==> src/rtl/layer_input_sequencer.sv <==
// Layer-input sequencer: streams M activation words per frame into the layer
// shift register, fires the neuron array and repeats for F frames per layer.
module layer_input_sequencer #(
  parameter int unsigned M  = 4,
  parameter int unsigned N  = 32,
  parameter int unsigned F  = 8,
  parameter int unsigned WC = $clog2(M),
  parameter int unsigned FC = (F > 1) ? $clog2(F) : 1
) (
  input  logic          clk,
  input  logic          rst,
  input  logic          go,
  input  logic          abort,
  input  logic          in_valid,
  input  logic [N-1:0]  in_data,
  output logic          in_ready,
  output logic          sr_we,
  output logic [N-1:0]  sr_x,
  output logic          compute_start,
  input  logic          compute_done,
  output logic          layer_done,
  output logic          busy,
  output logic [WC-1:0] word_idx,
  output logic [FC-1:0] frame_idx
);

  typedef enum logic [2:0] {
    S_IDLE,
    S_LOAD,
    S_FIRE,
    S_WAIT,
    S_DONE
  } state_t;

  state_t        state_q, state_d;
  logic [WC-1:0] word_q, word_d;
  logic [FC-1:0] frame_q, frame_d;
  logic          hs;

  always_ff @(posedge clk or posedge rst) begin
    if (rst) begin
      state_q <= S_IDLE;
      word_q  <= '0;
      frame_q <= '0;
    end else begin
      state_q <= state_d;
      word_q  <= word_d;
      frame_q <= frame_d;
    end
  end

  // Abort masks the handshake and both pulses in the same cycle, so nothing
  // downstream observes a partial transaction on the edge that returns to IDLE.
  always_comb begin
    state_d       = state_q;
    word_d        = word_q;
    frame_d       = frame_q;
    in_ready      = 1'b0;
    compute_start = 1'b0;
    layer_done    = 1'b0;
    hs            = 1'b0;

    if (abort) begin
      state_d = S_IDLE;
      word_d  = '0;
      frame_d = '0;
    end else begin
      unique case (state_q)
        S_IDLE: begin
          if (go) begin
            state_d = S_LOAD;
            word_d  = '0;
            frame_d = '0;
          end
        end
        S_LOAD: begin
          in_ready = 1'b1;
          hs       = in_valid;
          if (in_valid) begin
            if (word_q == WC'(M - 1)) begin
              word_d  = '0;
              state_d = S_FIRE;
            end else begin
              word_d = word_q + WC'(1);
            end
          end
        end
        S_FIRE: begin
          compute_start = 1'b1;
          state_d       = S_WAIT;
        end
        S_WAIT: begin
          if (compute_done) begin
            if (frame_q == FC'(F - 1)) begin
              state_d = S_DONE;
            end else begin
              frame_d = frame_q + FC'(1);
              state_d = S_LOAD;
            end
          end
        end
        S_DONE: begin
          layer_done = 1'b1;
          frame_d    = '0;
          state_d    = S_IDLE;
        end
        default: state_d = S_IDLE;
      endcase
    end
  end

  assign sr_we     = hs;
  assign sr_x      = in_data;
  assign busy      = (state_q != S_IDLE);
  assign word_idx  = word_q;
  assign frame_idx = frame_q;

endmodule

==> config.mk <==
export PLATFORM = sky130hd
export DESIGN_NAME = layer_input_sequencer
export DESIGN_NICKNAME = d
export VERILOG_FILES = /design/src/rtl/layer_input_sequencer.sv
export SDC_FILE = /design/constraint.sdc
export NUM_CORES = 1
export LEC_CHECK = 0
export CORE_UTILIZATION = 29
export DETAILED_ROUTE_END_ITERATION = 12
export PLACE_DENSITY_LB_ADDON = 0.1
export REMOVE_ABC_BUFFERS = 1
export SYNTH_ARGS = -nofsm -noshare
export SYNTH_HDL_FRONTEND = slang
export SYNTH_SLANG_ARGS = --single-unit
==> constraint.sdc <==
create_clock -name clk -period 1.4 [get_ports clk]
set_input_delay 0.14 -clock clk [delete_from_list [all_inputs] [get_ports clk]]
set_output_delay 0.14 -clock clk [all_outputs]
set_load 0.02 [all_outputs]
# Yosys cells after proc, flatten, opt, wreduce, memory -nomap -nowiden

Cells that the tools add are included.

Output and inout port bits: 42
Word-level logic and storage cells: 48
Register bits: 8
Bits of input ports: 38

Reduce and logical (&&, ||, !) cells: 7
Add/subtract/negate cells: 2
Mux-type cells: 25
Equality and inequality tests: 11

Operator list:

| cell                                           | number |
|---|---|
| two-way mux 3 bit                              | 10 |
| inequality test 3 bit (second input constant)  | 5 |
| case mux 3 bit (4 select lines)                | 1 |
| case mux 3 bit (3 select lines)                | 1 |
| two-way mux 1 bit                              | 8 |
| two-way mux 2 bit                              | 4 |
| AND reduction 4 bit                            | 2 |
| == test 3 x 2 -> 1 bit (second input constant) | 2 |
| == test 3 bit (second input constant)          | 2 |
| nonzero test 3 bit                             | 2 |
| case mux 2 bit (2 select lines)                | 1 |
| nonzero test 4 bit                             | 1 |
| adder 3 x 1 -> 3 bit (second input constant)   | 1 |
| == test 3 x 1 -> 1 bit (second input constant) | 1 |
| logical NOT 3 bit                              | 1 |
| AND reduction 3 bit                            | 1 |
| adder 2 x 1 -> 2 bit (second input constant)   | 1 |
| == test 2 bit (second input constant)          | 1 |

# Depth between registers and ports, before layout

Word-level depth: 5
Mapped depth: 5
Mapped depth without buffers: 5

# Least setup slack after synthesis

OpenSTA, ideal clock, no wires.

Path type: register to output
From: reg state_q[1]
To: out layer_done
Data required time: 1260 ps
Setup slack: -83 ps
Buffers on the path: 1
Stages on the path, launching flop included: 3
Arrival time: 1343 ps
Cell sequence: dfrtp_1 buf_6 nor4b_1

Longest elaborated chain between the ends: 3

RTL lines:

| item                   | RTL line | text |
|---|---|---|
| from (decl)            | 35       | `state_t state_q, state_d;` |
| from (signal assigned) | 46       | `state_q <= state_d;` |
| == test 3 bit          | 68       | `unique case (state_q)` |
| two-way mux 1 bit      | 68       |  |
| two-way mux 1 bit      | 63       | `if (abort) begin` |
| to (decl)              | 21       | `output logic layer_done,` |

Every way passes these cells.

# Worst setup path after layout

From: reg state_q[2]
To: out busy

Longest elaborated chain between the ends: 1

RTL lines:

| item               | RTL line | text |
|---|---|---|
| nonzero test 3 bit | 114      | `assign busy = (state_q != S_IDLE);` |
| to (decl)          | 22       | `output logic busy,` |

Every way passes these cells.

==> out/qor.yml <==
outcome: "finished with violations"
failed_checks: "negative setup slack"
crit_slowest_cell: "dfrtp_1"
synth_top_area_cell: "buf_4"
grt_max_degree: 12
antenna_found_initial: 0
drv_slew: 0
cp-end-kind: "output pin"
setup_ws_ns: -0.0313
grt-ovfl-total: 0
cts_made_buffers: 3
timing.rr.end: "word_idx[0]"
drive_gt1_frac: 0.467
nets: 135
synth_fa_ha_area_frac: 0.0467
clock_skew_ns: 0.00121
hold_viol_final: 0
final_common_cell: "buf_4"
ir_drop_uv: 356
ys.flop_type: "dfrtp_1"
synth-simple-area-share: 0.227
slew_headroom: 0.792
cts_sinks: 8
wl_per_cell_um: 21.6
post-route-util: 0.376
ys_ff_latch: 8
grt_pass1_vias: 602
clk_pin_slew_worst_paths_ns: 0.05
r2r_slack_ns: 0.02
min_period_ns: 1.43
hold_class: "primary input to asynchronous set/reset pin"
cts_tree: "yes"
die_y_um: 54.7
min_period_over_period: 1.02
power_density_nw_per_um2: 613
cp.arrival_ns: 1.29
grt_pass1_wl_um: 3490
r2r-start: "state_q[0]"
setup_viol_count_final: 1
synth_cell_types: 31
crit_required_ns: 1.26
multi_input_area_um2: 390
crit_chain: "buf_4, or3_4, buf_6"
synth_top_family_by_area: "buffers and inverters"
synthXorXnorAreaFrac: 0
grt.total_usage: 0.185
numPortBuffers: 15
netlist_instances: 90
yosysWarningCount: 0
die-width_um: 54.7
dpl.hpwl_um: 2120
drt_iter0_drc: 17
critPathMaxStageDelay_ns: 0.42
gp_congestion: 0.677
htreeDepth: 1
drcViolationCount: 0
rsz0062_at_grt: "yes"
vias: 616
yosys-top-cells-area: "buf_4, dfrtp_1, ha_1"
tightest_slew_ns: 0.311
cts_root_buffer: "clkbuf_4"
tns_ns: -0.0313
seqCellArea_um2: 203
cts_buffer_depth: 2
ys_seq_area_frac: 0.249
synthArstFlopShare: 1.00
totalWireLength_um: 2630
synth.mux.area_fraction: 0.0404
vias_per_cell: 5.05
final_cell_mix: "buf_4, nand3_1, dfrtp_1"
crit_type: "flip-flop to output pin"
r2r_cells: 5
hold_buffers: 0
clk_latency_ns: 0.24
path_max_fanout: 3
synth-compound-area-share: 0.101
fmax_ghz: 0.699
num-fill-cells: 265
ant_nets: 0
syn_area_um2: 805
coreArea_um2: 2540
start_util: 0.316
avgSynthCellArea_um2: 8.94
hold_ws_ns: 0.139
synth-edff-count: 0
start_kind: "flip-flop"
die-area_um2: 2990
antenna_cells: 0
firstDrtPassIters: 3
synth_top_area_frac: 0.308
cap_violations: 0
area_growth_pct: 18.8
num_rows: 18
power.leakage_nw: 0.484
io_pins: 80
==> registers in the layout, indices dropped and copies added, names as in the netlist <==
signal	count
frame_idx	3
state_q	3
word_idx	2
==> kinds of logic after synthesis <==
logic type | after synthesis
DFF | 8
adders and majority gates | 3
and+or+nand+nor | 27
muxes | 3
AOI/OAI and AO/OA | 12
buffers and inverters | 37
==> critical path, delay by kind of cell, from the launching register on <==
kind                   cells  cell delay (ns)
DFF                        1             0.42
and+or+nand+nor            1             0.32
buffers and inverters      2             0.31
==> power breakdown <==
| part | switching [mW] | internal [mW] | leakage [nW] |
|---|---|---|---|
| logic | 0.0723 | 0.100 | 0.363 |
| registers | 0.0115 | 0.240 | 0.107 |
| clock network | 0.0653 | 0.0972 | 0.0138 |
| total | 0.149 | 0.437 | 0.484 |
==> Yosys cell counts (2+ instances only) <==
library cell and count:
nand2_1 5, nand3_1 7, o211ai_1 2, ha_1 3
a31oi_1 2, inv_1 3, buf_4 33, dfrtp_1 8
nor2_1 4, o21ai_0 2
==> how the worst max path moves through the flow <==
stage | startpoint | endpoint | slack (ns) | cells past startpoint
floorplan | state_q[0] | word_idx[0] | -0.08 | 3
global placement | abort | sr_we | -0.40 | 4
detailed placement | abort | sr_we | -0.40 | 4
CTS | state_q[1] | busy | -0.05 | 3
global route | state_q[1] | busy | -0.07 | 3
finish | state_q[2] | busy | -0.03 | 3
==> area by class of cell <==
class,count,share of cell area
clock buffer,3,0.0236
inverter,3,0.0118
multi-input combinational,45,0.408
timing repair buffer,33,0.305
tap,30,0.0393
sequential,8,0.212
==> timing repair <==
action | in CTS | in global routing
setup endpoints to repair | 11 | 11
pin swaps | 3 | 0
gates resized for setup | 36 | 14
buffers inserted | 2 | 1
==> per-stage QoR <==
stage / instance area, um2 / instances / worst slack [ns] / power, mW
global route: 956 / 122 / -0.0733 / 0.627
detailed placement: 846 / 116 / -0.405 / 0.399
CTS: 885 / 121 / -0.0457 / 0.579
floorplan: 546 / 56 / -0.0774 / 0.318
finish: 956 / 122 / -0.0313 / 0.586
global placement: 846 / 116 / -0.400 / 0.401
==> metal layers <==
| layer | part of all wire | global-route usage | vias up |
|---|---|---|---|
| met4 | 0.011 | 0.0726 | 0 |
| met2 | 0.35 | 0.197 | 49 |
| met5 | 0 | 0 | - |
| met1 | 0.40 | 0.213 | 279 |
| met3 | 0.24 | 0.219 | 4 |
| li1 | - | - | 284 |
Power figures use the tool's default switching activity.
